## src/rtl/cpu_sequencer.sv

```systemverilog
// rtl/cpu_sequencer.sv - multi-cycle fetch/decode/exec/mem/wb control sequencer
//
// Ports:
//   clk, rst_n                     clock, asynchronous active-low reset
//   mem_req/mem_we/mem_addr        memory request port (held until mem_ack)
//   mem_ack/mem_rdata              access completion and read data
//   ir, opcode                     instruction register, opcode to decode ROM
//   dec_*                          decoded strobes, sampled at end of DECODE
//   alu_zero, data_addr, target    datapath results, sampled at end of EXEC
//   pc, mdr                        program counter, latched load data
//   rf_we, rf_wsel                 register-file write strobe and source select
//   retire, halted, bus_err        completion pulse and stop flags
module cpu_sequencer #(
   parameter int unsigned     AW           = 16,
   parameter int unsigned     DW           = 16,
   parameter logic [AW-1:0]   RESET_PC     = '0,
   parameter int unsigned     WAIT_TIMEOUT = 255
) (
   input  logic          clk,
   input  logic          rst_n,
   output logic          mem_req,
   output logic          mem_we,
   output logic [AW-1:0] mem_addr,
   input  logic          mem_ack,
   input  logic [DW-1:0] mem_rdata,
   output logic [DW-1:0] ir,
   output logic [3:0]    opcode,
   input  logic          dec_mem_rd,
   input  logic          dec_mem_wr,
   input  logic          dec_jump,
   input  logic          dec_branch,
   input  logic          dec_link,
   input  logic          dec_wb,
   input  logic          alu_zero,
   input  logic [AW-1:0] data_addr,
   input  logic [AW-1:0] target,
   output logic [AW-1:0] pc,
   output logic [DW-1:0] mdr,
   output logic          rf_we,
   output logic [1:0]    rf_wsel,
   output logic          retire,
   output logic          halted,
   output logic          bus_err
);

   localparam int unsigned CW = (WAIT_TIMEOUT < 2) ? 1 : $clog2(WAIT_TIMEOUT + 1);

   typedef enum logic [2:0] {
      S_FETCH, S_DECODE, S_EXEC, S_MEM, S_WB, S_HALT
   } state_t;

   state_t          state_q;
   logic [AW-1:0]   pc_q, pc_d, mem_addr_q, tgt_q;
   logic [DW-1:0]   ir_q, mdr_q;
   logic [CW-1:0]   wait_q;
   logic            mem_req_q, mem_we_q;
   logic            rd_q, wr_q, jmp_q, br_q, lnk_q, wb_q, take_q;
   logic            rf_we_q, rf_we_d, retire_q, halted_q, bus_err_q;
   logic [1:0]      rf_wsel_q, rf_wsel_d;
   logic            timeout;

   always_comb begin
      pc_d      = take_q ? tgt_q : pc_q + AW'(1);
      rf_we_d   = wb_q | lnk_q | rd_q;
      rf_wsel_d = lnk_q ? 2'd2 : (rd_q ? 2'd1 : 2'd0);
      // The limit cycle itself is the last one allowed to ack.
      timeout   = (WAIT_TIMEOUT != 0) && !mem_ack && (wait_q == CW'(WAIT_TIMEOUT - 1));
   end

   always_ff @(posedge clk or negedge rst_n) begin
      if (!rst_n) begin
         state_q    <= S_FETCH;
         pc_q       <= RESET_PC;
         mem_addr_q <= RESET_PC;
         tgt_q      <= '0;
         ir_q       <= '0;
         mdr_q      <= '0;
         wait_q     <= '0;
         mem_req_q  <= 1'b0;
         mem_we_q   <= 1'b0;
         rd_q       <= 1'b0;
         wr_q       <= 1'b0;
         jmp_q      <= 1'b0;
         br_q       <= 1'b0;
         lnk_q      <= 1'b0;
         wb_q       <= 1'b0;
         take_q     <= 1'b0;
         rf_we_q    <= 1'b0;
         rf_wsel_q  <= 2'd0;
         retire_q   <= 1'b0;
         halted_q   <= 1'b0;
         bus_err_q  <= 1'b0;
      end else begin
         rf_we_q  <= 1'b0;
         retire_q <= 1'b0;
         case (state_q)
            S_FETCH: begin
               // Only the first cycle after reset arrives here with mem_req low.
               if (!mem_req_q) begin
                  mem_req_q  <= 1'b1;
                  mem_we_q   <= 1'b0;
                  mem_addr_q <= pc_q;
                  wait_q     <= '0;
               end else if (mem_ack) begin
                  ir_q      <= mem_rdata;
                  mem_req_q <= 1'b0;
                  state_q   <= S_DECODE;
               end else if (timeout) begin
                  mem_req_q <= 1'b0;
                  bus_err_q <= 1'b1;
                  halted_q  <= 1'b1;
                  state_q   <= S_HALT;
               end else begin
                  wait_q <= wait_q + CW'(1);
               end
            end
            S_DECODE: begin
               if (ir_q[DW-1 -: 4] == 4'hB) begin
                  halted_q <= 1'b1;
                  state_q  <= S_HALT;
               end else begin
                  // A store wins over a load when both are decoded.
                  rd_q    <= dec_mem_rd & ~dec_mem_wr;
                  wr_q    <= dec_mem_wr;
                  jmp_q   <= dec_jump;
                  br_q    <= dec_branch;
                  lnk_q   <= dec_link;
                  wb_q    <= dec_wb;
                  state_q <= S_EXEC;
               end
            end
            S_EXEC: begin
               take_q <= jmp_q | (br_q & alu_zero);
               tgt_q  <= target;
               if (rd_q | wr_q) begin
                  mem_req_q  <= 1'b1;
                  mem_we_q   <= wr_q;
                  mem_addr_q <= data_addr;
                  wait_q     <= '0;
                  state_q    <= S_MEM;
               end else begin
                  rf_we_q   <= rf_we_d;
                  rf_wsel_q <= rf_wsel_d;
                  retire_q  <= 1'b1;
                  state_q   <= S_WB;
               end
            end
            S_MEM: begin
               if (mem_ack) begin
                  if (rd_q) mdr_q <= mem_rdata;
                  mem_req_q <= 1'b0;
                  mem_we_q  <= 1'b0;
                  rf_we_q   <= rf_we_d;
                  rf_wsel_q <= rf_wsel_d;
                  retire_q  <= 1'b1;
                  state_q   <= S_WB;
               end else if (timeout) begin
                  mem_req_q <= 1'b0;
                  mem_we_q  <= 1'b0;
                  bus_err_q <= 1'b1;
                  halted_q  <= 1'b1;
                  state_q   <= S_HALT;
               end else begin
                  wait_q <= wait_q + CW'(1);
               end
            end
            S_WB: begin
               pc_q       <= pc_d;
               mem_req_q  <= 1'b1;
               mem_we_q   <= 1'b0;
               mem_addr_q <= pc_d;
               wait_q     <= '0;
               state_q    <= S_FETCH;
            end
            S_HALT: begin
            end
            default: state_q <= S_HALT;
         endcase
      end
   end

   assign mem_req  = mem_req_q;
   assign mem_we   = mem_we_q;
   assign mem_addr = mem_addr_q;
   assign ir       = ir_q;
   assign opcode   = ir_q[DW-1 -: 4];
   assign pc       = pc_q;
   assign mdr      = mdr_q;
   assign rf_we    = rf_we_q;
   assign rf_wsel  = rf_wsel_q;
   assign retire   = retire_q;
   assign halted   = halted_q;
   assign bus_err  = bus_err_q;

endmodule

```

## config.mk

```make
export PLATFORM = sky130hd
export DESIGN_NAME = cpu_sequencer
export DESIGN_NICKNAME = d
export VERILOG_FILES = /design/src/rtl/cpu_sequencer.sv
export SDC_FILE = /design/constraint.sdc
export NUM_CORES = 1
export LEC_CHECK = 0
export BUFFER_PORTS_ARGS = -buffer_cell sky130_fd_sc_hd__buf_2
export CAP_MARGIN = 0
export CORE_MARGIN = 4
export CORE_UTILIZATION = 55
export CTS_BUF_LIST = sky130_fd_sc_hd__clkbuf_8
export DETAILED_ROUTE_END_ITERATION = 8
export PLACE_DENSITY = 0.85
export SLEW_MARGIN = 20
export SYNTH_ARGS = -nofsm -noshare
export SYNTH_HDL_FRONTEND = slang
export SYNTH_SLANG_ARGS = --single-unit
```

## constraint.sdc

```tcl
create_clock -name clk -period 2.2 [get_ports clk]
set_input_delay 0.22 -clock clk [delete_from_list [all_inputs] [get_ports clk]]
set_output_delay 0.22 -clock clk [all_outputs]
set_load 0.1 [all_outputs]
```

# Word-level counts from Yosys, hierarchy flattened

Cells that the tools add are included.

Mux-type cells: 46
Reductions and logical operators: 19
Bitwise operators: 9
Add/subtract/negate cells: 2
Equality and inequality tests: 14

Operators with widths:

| kind                    | count |
|---|---|
| $mux W16                | 3 |
| $pmux W16 S3            | 1 |
| $mux W8                 | 4 |
| $pmux W8 S4             | 1 |
| $mux W1                 | 20 |
| $mux W3                 | 6 |
| $pmux W3 S6             | 1 |
| $reduce_and A3 Y1       | 6 |
| $add A16 B1 Y16 const B | 1 |
| $ne A2 B2 Y1 const B    | 6 |
| $add A8 B1 Y8 const B   | 1 |
| $eq A8 B8 Y1 const B    | 1 |
| $pmux W1 S4             | 2 |
| $reduce_and A2 Y1       | 4 |
| $eq A3 B2 Y1 const B    | 2 |
| $eq A3 B3 Y1 const B    | 2 |
| $mux W2                 | 3 |
| $pmux W1 S2             | 3 |
| $reduce_bool A3 Y1      | 2 |
| $eq A4 B4 Y1 const B    | 1 |
| $or A1 B1 Y1            | 4 |
| $pmux W2 S2             | 1 |
| $reduce_and A4 Y1       | 1 |
| $reduce_bool A2 Y1      | 2 |
| other kinds (9)         | 12 |

Output and inout bits: 76
Word-level logic and storage cells: 111
Input port bits: 58
Bits in registers: 106

# Longest topological paths before layout

Gate-level depths: netlist (run 1).

Depth in word-level cells: 6
Depth in mapped cells: 7
Mapped depth without buffers: 6

# Worst setup path after synthesis (run 1)

OpenSTA, ideal clock, no wires.

Kind: register to register
Start: register pc_q[1], in the netlist pc[1]
End: register mem_addr_q[14], in the netlist mem_addr[14]
Cell stages (with the launch flop): 7
Buffers on the path: 1
Path slack: -0.227 ns
Library setup time: 0.129 ns
Period minus slack after synthesis: 2.427 ns
Required time: 2.071 ns
Data arrival time: 2.299 ns
Cells stage by stage: dfrtp_1 > ha_1 > nand3_1 > buf_2 > or4_1 > o211ai_2 > a21oi_1

Word-level cells in the longest chain between the ends: 3

RTL lines:

| what                   | line | text |
|---|---|---|
| from (decl)            | 53   | `logic [AW-1:0] pc_q, pc_d, mem_addr_q, tgt_q;` |
| from (signal assigned) | 168  | `pc_q <= pc_d;` |
| $add A16 B1 Y16        | 63   | `pc_d = take_q ? tgt_q : pc_q + AW'(1);` |
| $mux W16               | 63   |  |
| $pmux W16 S3           | 96   | `case (state_q)` |
| to (signal assigned)   | 102  | `mem_addr_q <= pc_q;` |
| to (signal assigned)   | 138  | `mem_addr_q <= data_addr;` |
| to (signal assigned)   | 171  | `mem_addr_q <= pc_d;` |
| to (decl)              | 53   |  |

No other way between the ends.
A chain may end at the register's enable or synchronous reset.

# Final worst setup path (run 1)

Start: register pc_q[0], in the netlist pc[0]
End: register mem_addr_q[10], in the netlist mem_addr[10]

Same word-level chain as after synthesis.

==> run summary, run 1 <==
status: finished, final reports clean
Slew @ Worst Pin: 0.812 ns
first-pass GRT wire length: 21600 um
DR WL met2: 6050 um
Wirelength per Cell: 16.6 um
post-route ant nets: 0
Arr. time, crit path: 2.23 ns
worst setup margin: 0.210 ns
Place WS: 0.254 ns
mapped cell area: 0.00529 mm2
Clk pin slew, worst setup/hold paths: 0.11 ns
Fmax: 0.503 GHz
pin count of the biggest net entering global routing: 52
largest cells by area after synthesis: dfrtp_1 (50%), nand2_1 (6.6%), mux2_2 (5.5%)
via count: 4409
I/O pins: 134
Syn Nets: 578
Synth-to-Final Area Change: 18.6%
Final Skew: 0.0115 ns
Placed Cells: 756
grt total ovfl: 0
gr usage total: 0.235
sw power: 797 uW
area share of the largest cell type after synthesis: 0.501
layout cells sized above 1: 0.340
non-filler cells in the finished layout: 773
final core utilization: 0.676
ANT cells: 0
top_reg_cell synth: dfrtp_1
Required @ worst endpoint: 2.44 ns
placed cell areas: 0.00608 mm2
most frequent cells in the layout: buf_2 (132), nand2_1 (93), dfrtp_1 (93)
post-synth top area cell: dfrtp_1
crit path kind: reg2reg
Die Width: 106 um
antenna violations before repair: 0
Seq cells post-synth: 106
CTS tree: yes
met3 wire length: 1100 um
Slew Limit Fails: 0
Hold Slack: 0.0430 ns
Post-CTS Hold Fix Bufs: 1
Final #Nets: 700
initial core utilization: 0.570
Hold WC Path Type: in2reg
drt pass-1 iters: 4
asr flop ratio synth: 1.00
most common cell after layout, fill and taps aside: buf_2
synthesized area per cell: 10.2 um2
unrepaired setup endpoints after global routing: false
Netlist cell types: 70
Max-slew headroom: 0.459
Leakage: 0.00310 uW
crit end category: register
GPL Wtd Cong: 0.859
Clock power frac: 0.349
Hold Fails Final Rpt: 0
cts repair resizes: 0
maxcap violations: 0
yosys warns: 0
type of origin of the critical path: register
Buffers on Ports: 133
CORE AREA: 0.00928 mm2
Clock Tree Buf Depth: 2
Post-Syn Instances: 517
die area: 0.0113 mm2
Met1 Wirelength: 5450 um
HPWL Detailed: 9590 um
Switching Share: 0.246
Worst-Skew Late Latency: 0.37 ns
critical path fanouts, max: 9
post-layout instance area: 0.00628 mm2
Rows: 35
part of the power in combinational logic: 0.044
CTS Root Cell: clkbuf_8
WL final: 12800 um
H-tree Lvls: 3
CTS sink count: 106
DRC: 0
cell area power density: 516 mW/mm2
Vias/cell: 5.70
top layer in use: met4
minimum clock period: 1.99 ns
fin crit share: 0.905
peak supply drop: 0.335 mV
post-synthesis sequential area ratio: 0.501
Initial DRC Count: 348
Flop pwr share: 0.606
Final Setup Violations: 0
Die Y-Extent: 106 um
Internal: 2440 uW
vias in the first global route: 4441
EDFF count, synth: 0
setup bufs post-CTS: 0
TritonCTS Buffers: 9
worst paths after layout:
check	startpoint	end	slack [ns]	cells past startpoint
max	pc[0]	mem_addr[10]	0.21	5
min	target[13]	tgt_q[13]	0.04	3
max reg2reg	pc[0]	mem_addr[10]	0.21	5
min reg2reg	bus_err	bus_err	0.48	1
max in group asynchronous	rst_n	wait_q[0]	1.20	3
min in group asynchronous	rst_n	tgt_q[5]	0.31	2
cells by family (layout without fill, tap and decap cells):
logic type / after synthesis / after routing / share of synthesized area
xor gates and xnor gates: 5 / 5 / 0.00827
DFF: 106 / 106 / 0.501
adders and majority gates: 3 / 3 / 0.00709
muxes: 50 / 50 / 0.104
AOI/OAI and AO/OA: 100 / 100 / 0.131
buffers and inverters: 50 / 177 / 0.0461
and+or+nand+nor: 203 / 203 / 0.203
state kept, by name, indices dropped and copies added, names as in the netlist:
register  cells
br_q          1
bus_err       1
halted        1
ir           16
jmp_q         1
lnk_q         1
mdr          16
mem_addr     16
mem_req       1
mem_we        1
pc           16
rd_q          1
retire        1
rf_we         1
rf_wsel       2
state_q       3
take_q        1
tgt_q        16
wait_q        8
wb_q          1
wr_q          1
cell type report:
cell class	count	area, um2
Clock buffer	9	124
Clock inverter	7	62.6
Fill cell	723	3010
Inverter	11	41.3
Multi-Input combinational cell	361	2400
Sequential cell	106	2670
Tap cell	129	161
Timing Repair Buffer	150	823
power groups by stage:
stage	sequential, uW	combinational (uW)	clock (uW)
after CTS	1960	146	1160
final	1960	143	1130
after global routing	1970	159	1240
after floorplan	2020	15.4	0
after global placement	2000	141	0
after detailed placement	2000	144	0
Yosys cell counts (all sizes together), types with 3 or more instances:
master and count:
a31oi 4, nand2 93, dfrtp 106, nand4 8, o21ai 27, nand3 23
a22o 3, o21a 4, nor4 8, clkbuf 13, mux2 41, nor3 3
inv 11, o31a 4, nor3b 3, mux2i 9, a21oi 16, nor2b 4
or4 5, o311ai 7, nand2b 13, a41oi 8, buf 26, o211ai 3
xnor2 5, ha 3, nor2 29, o31ai 4
metrics by stage:
stage	TNS, ns	power, uW
2_1_floorplan	-0.0148	2040
3_3_place_gp	0	2140
3_5_place_dp	0	2150
4_1_cts	0	3270
5_1_grt	0	3370
6_report	0	3240
critical path: stages (launching register included):
cell      delay, ns
dfrtp_2        0.48
ha_1           0.21
nand3_1        0.28
o31a_1         0.35
o311ai_1       0.40
a31oi_1        0.14
per-layer routing:
layer / up-vias / track usage
met5: - / 0
met4: 0 / 0.0657
met3: 17 / 0.0735
met2: 172 / 0.380
met1: 2131 / 0.306
li1: 2089 / -
Power figures use the tool's default switching activity.
==> run 2, diff against run 1 <==
- HOLD_SLACK_MARGIN: not set -> 0.06
- PLACE_DENSITY: 0.85 -> not set
- PLACE_DENSITY_LB_ADDON: not set -> 0.15
==> run 2 against run 1 <==
Net effect:
- non-clock buffer count rose by 18
- global-route usage increased by 0.15 points
- flip-flop and latch count unchanged
- clock power about the same
- die area did not move
- fmax up 0.54%
- utilization increased by 1.9 points
- highest routed layer is now met5
==> run summary, run 2 (same netlist as run 1, synthesis figures left out) <==
status: finished, final reports clean
most common cell after layout, fill and taps aside: buf_2
Placed Cells: 757 (+0.13%)
maxcap violations: 0 (unchanged)
Rows: 35 (unchanged)
Wirelength per Cell: 16.1 um (-2.7%)
cts repair resizes: 0 (unchanged)
Slew @ Worst Pin: 0.719 ns (-0.0933 ns)
Buffers on Ports: 133 (unchanged)
ANT cells: 0 (unchanged)
Met1 Wirelength: 5470 um (+0.37%)
unrepaired setup endpoints after global routing: false
critical path fanouts, max: 19 (+10)
Max-slew headroom: 0.521 (+0.0622)
post-route ant nets: 0 (unchanged)
initial core utilization: 0.570 (unchanged)
vias in the first global route: 4547 (+2.4%)
setup TNS: 0 ns (unchanged)
Switching Share: 0.243 (-0.00349)
CORE AREA: 0.00928 mm2 (unchanged)
CTS sink count: 106 (unchanged)
Hold WC Path Type: in2reg
antenna violations before repair: 1 (+1)
Leakage: 0.00318 uW (+2.4%)
pin count of the biggest net entering global routing: 47 (-9.6%)
Initial DRC Count: 292 (-16%)
Hold Fails Final Rpt: 0 (unchanged)
Flop pwr share: 0.599 (-0.007)
I/O pins: 134 (unchanged)
Final #Nets: 718 (+2.6%)
H-tree Lvls: 3 (unchanged)
peak supply drop: 0.352 mV (+5.2%)
TritonCTS Buffers: 9 (unchanged)
CTS Root Cell: clkbuf_8
Final Setup Violations: 0 (unchanged)
Required @ worst endpoint: 2.46 ns (+0.02 ns)
Final Skew: 0.0128 ns (+0.00129 ns)
CTS tree: yes
part of the power in combinational logic: 0.051 (+0.007)
crit path kind: reg2reg
cell area power density: 508 mW/mm2 (-1.5%)
grt total ovfl: 0 (unchanged)
sw power: 796 uW (-0.18%)
Fmax: 0.505 GHz (+0.54%)
HPWL Detailed: 9170 um (-4.4%)
Die Width: 106 um (unchanged)
die area: 0.0113 mm2 (unchanged)
Internal: 2480 uW (+1.7%)
Clk pin slew, worst setup/hold paths: 0.10 ns (about the same)
Arr. time, crit path: 2.23 ns (about the same)
Clock Tree Buf Depth: 2 (unchanged)
layout cells sized above 1: 0.332 (-0.00774)
Hold Slack: 0.0759 ns (+0.0329 ns)
non-filler cells in the finished layout: 791 (+2.3%)
Die Y-Extent: 106 um (unchanged)
first-pass GRT wire length: 21800 um (+0.67%)
fin crit share: 0.900 (-0.00490)
# fillers: 761 (+5.3%)
drt pass-1 iters: 5 (+1)
top layer in use: met5
gr usage total: 0.236 (+0.00151)
most frequent cells in the layout: buf_2 (132), nand2_1 (93), dfrtp_1 (93)
Worst-Skew Late Latency: 0.37 ns (about the same)
via count: 4409 (unchanged)
type of origin of the critical path: register
WL final: 12700 um (-0.47%)
Clock power frac: 0.350 (about the same)
Synth-to-Final Area Change: 22.0%
crit end category: register
DR WL met2: 6000 um (-0.88%)
met3 wire length: 1070 um (-2.5%)
GPL Wtd Cong: 0.839 (-2.3%)
minimum clock period: 1.98 ns (-0.0108 ns)
Slew Limit Fails: 0 (unchanged)
DRC: 0 (unchanged)
Vias/cell: 5.57 (-2.3%)
[run 2: path summary, 6_finish.rpt]
| kind | startpoint | endpoint | slack (ns) | cells after the start |
|---|---|---|---|---|
| setup / recovery | state_q[1] | ir[10] | 0.22 | 3 |
| hold / removal | dec_branch | br_q | 0.08 | 2 |
| setup reg to reg | state_q[1] | ir[10] | 0.22 | 3 |
| hold reg to reg | tgt_q[10] | tgt_q[10] | 0.48 | 2 |
| max in group asynchronous | rst_n | pc[2] | 1.16 | 3 |
| min in group asynchronous | rst_n | tgt_q[6] | 0.35 | 2 |
[run 2: layer usage]
| metal | global-route usage | vias up |
|---|---|---|
| li1 | - | 2122 |
| met1 | 0.318 | 2108 |
| met2 | 0.373 | 158 |
| met3 | 0.0662 | 19 |
| met4 | 0.0759 | 2 |
| met5 | 0 | - |
[run 2: power groups by stage]
stage                     sequential (uW)  clock (uW)  combinational, uW
after floorplan                      2020           0               15.4
after global placement               2000           0                143
after detailed placement             2000           0                146
after CTS                            1960        1180                170
after global routing                 1960        1270                186
final                                1960        1150                167
[run 2: critical path, cell delays in order, from the launching register on]
cell	delay (ns)
dfrtp_1	0.57
nor2_2	0.29
nand4_2	0.51
mux2_1	0.50
[run 2: metrics by stage]
step	power (uW)	util	instance area, um2	setup slack (ns)
floorplan	2040	-	5310	-0.0148
global placement	2140	0.656	6090	0.293
detailed placement	2150	0.656	6090	0.227
CTS	3310	0.694	6450	0.220
global route	3420	0.696	6460	0.0675
finish	3280	0.696	6460	0.221
[run 2: cell type report]
class                      instances  area (um2)  share of cell area
inverter                          11        41.3             0.00639
sequential                       106        2670               0.413
clock inverter                     6        50.0             0.00775
tap                              129         161              0.0250
multi-input combinational        361        2400               0.371
timing repair buffer             168        1000               0.155
clock buffer                      10         138              0.0213
[run 2: repair_timing]
item	CTS	global route
buffers inserted	0	0
hold buffers	17	1
setup endpoints to repair	0	0
hold endpoints to repair	51	1
==> run 3, diff against run 2 <==
- CORE_MARGIN: 4 -> not set
==> run 3 against run 2 <==
Net effect:
- clock skew about the same
- utilization up 0.054 points
- cell count up 0.13%
- register-to-register slack is essentially flat
- sequential power is essentially flat
- worst setup slack got worse by 0.0086 ns
- clock-buffer cell count unchanged
- worst hold slack got worse by 0.010 ns
- non-clock buffer count rose by 1
- combinational power about the same
- via count shrank 0.18%
- critical path depth grew 2
- critical path type unchanged
- critical endpoint is now mem_addr[8]
==> run summary, run 3 (same netlist as run 1, synthesis figures left out) <==
Place WS: 0.242 ns (+0.0151 ns)
pin count of the biggest net entering global routing: 41 (-13%)
die area: 0.0100 mm2 (-11%)
unrepaired setup endpoints after global routing: false
layout cells sized above 1: 0.338 (+0.00553)
Max-slew headroom: 0.632 (+0.111)
total power draw: 3310 uW (+1.1%)
Clock power frac: 0.358 (+0.008)
Final #Nets: 719 (+0.14%)
ANT cells: 0 (unchanged)
CTS tree: yes
CTS Root Cell: clkbuf_8
Internal: 2490 uW (+0.48%)
Hold WC Path Type: in2reg
Worst-Skew Late Latency: 0.37 ns (about the same)
WL final: 12500 um (-2.2%)
sw power: 819 uW (+2.9%)
Slew @ Worst Pin: 0.552 ns (-0.167 ns)
Switching Share: 0.247 (+0.00449)
most common cell after layout, fill and taps aside: buf_2
Arr. time, crit path: 2.22 ns (about the same)
worst setup margin: 0.212 ns (-0.00862 ns)
critical path fanouts, max: 11 (-8)
Die Y-Extent: 100 um (-5.7%)
CTS sink count: 106 (unchanged)
H-tree Lvls: 3 (unchanged)
GPL Wtd Cong: 0.889 (+5.9%)
Slew Limit Fails: 0 (unchanged)
Final Skew: 0.0127 ns (-0.0000499 ns)
final core utilization: 0.696 (about the same)
Leakage: 0.00319 uW (+0.49%)
Fmax: 0.503 GHz (-0.43%)
first-pass GRT wire length: 20800 um (-4.3%)
part of the power in combinational logic: 0.050 (about the same)
fin crit share: 0.904 (+0.00392)
crit path kind: reg2reg
setup bufs post-CTS: 0 (unchanged)
drt pass-1 iters: 4 (-1)
TritonCTS Buffers: 9 (unchanged)
Hold Fails Final Rpt: 0 (unchanged)
minimum clock period: 1.99 ns (+0.00862 ns)
status: finished, final reports clean
gr usage total: 0.263 (+0.0270)
vias in the first global route: 4338 (-4.6%)
Die Width: 100 um (-5.7%)
Clk pin slew, worst setup/hold paths: 0.11 ns (about the same)
Clock Tree Buf Depth: 2 (unchanged)
Vias/cell: 5.56 (-0.31%)
I/O pins: 134 (unchanged)
grt total ovfl: 0 (unchanged)
DRC: 0 (unchanged)
Final Setup Violations: 0 (unchanged)
Rows: 35 (unchanged)
via count: 4401 (-0.18%)
Wirelength per Cell: 15.7 um (-2.4%)
maxcap violations: 0 (unchanged)
HPWL Detailed: 8950 um (-2.3%)
initial core utilization: 0.570 (unchanged)
cell area power density: 513 mW/mm2 (+1.0%)
post-route ant nets: 0 (unchanged)
crit end category: register
most frequent cells in the layout: buf_2 (132), nand2_1 (93), dfrtp_1 (93)
peak supply drop: 0.413 mV (+17%)
CORE AREA: 0.00928 mm2 (unchanged)
Buffers on Ports: 133 (unchanged)
Initial DRC Count: 277 (-5.1%)
Required @ worst endpoint: 2.44 ns (-0.02 ns)
antenna violations before repair: 0 (-1)
Synth-to-Final Area Change: 22.1% (about the same)
non-filler cells in the finished layout: 792 (+0.13%)
Placed Cells: 761 (+0.53%)
type of origin of the critical path: register
Flop pwr share: 0.593 (-0.006)
# fillers: 737 (-3.2%)
## run 3: cell types whose count changed in the layout (fill, tap and decap cells not counted)
cell	change
inv_8	+2
inv_6	+1
clkinv_4	-3
buf_4	+4
dlygate4sd3_1	-3
## run 3: layout make-up
class                      instances  area [um2]  share of cell area
multi-input combinational        361        2400               0.371
sequential                       106        2670               0.413
timing repair buffer             169        1000               0.155
inverter                          11        41.3             0.00639
clock inverter                     6        55.1             0.00852
tap                              129         161              0.0250
clock buffer                      10         138              0.0213
## run 3: path summary, 6_finish.rpt
check	startpoint	depth (start not counted)	slack, ns	endpoint
setup / recovery	pc[0]	5	0.21	mem_addr[8]
hold / removal	dec_wb	2	0.07	wb_q
setup reg to reg	pc[0]	5	0.21	mem_addr[8]
hold reg to reg	tgt_q[8]	2	0.49	tgt_q[8]
max in group asynchronous	rst_n	3	1.19	wr_q
min in group asynchronous	rst_n	2	0.36	tgt_q[7]
## run 3: stage by stage
| stage | hold slack [ns] | cell area [um2] | TNS, ns |
|---|---|---|---|
| 6_report | 0.0656 | 6460 | 0 |
| 5_1_grt | 0.0615 | 6460 | 0 |
| 4_1_cts | 0.0614 | 6460 | 0 |
| 3_5_place_dp | 0.233 | 6120 | 0 |
| 3_3_place_gp | 0.235 | 6120 | 0 |
| 2_1_floorplan | -0.0756 | 5310 | -0.0148 |
## run 3: power by group through the flow
stage	Combinational [uW]	Clock [uW]	Sequential, uW
after floorplan	15.4	0	2020
after global placement	142	0	2000
after detailed placement	146	0	2000
after CTS	167	1200	1960
after global routing	181	1300	1970
final	164	1190	1960
## run 3: timing repair
| item | in CTS | in global routing |
|---|---|---|
| hold buffers | 15 | 0 |
| endpoints found under the hold margin | 50 | 0 |
| gates resized for setup | 0 | 0 |
## run 3: critical path, cell delays in order, from the launching register on
cell      delay [ns]
dfrtp_2         0.46
ha_1            0.21
nand3_1         0.34
o31a_1          0.37
o311ai_1        0.31
a41oi_1         0.17
## run 3: layer usage
metal  up-vias  wire, um  track usage
met2       145      5960        0.433
met5         -         0            0
li1       2126         -            -
met4         0       152       0.0680
met3        16       793       0.0689
met1      2114      5560        0.350
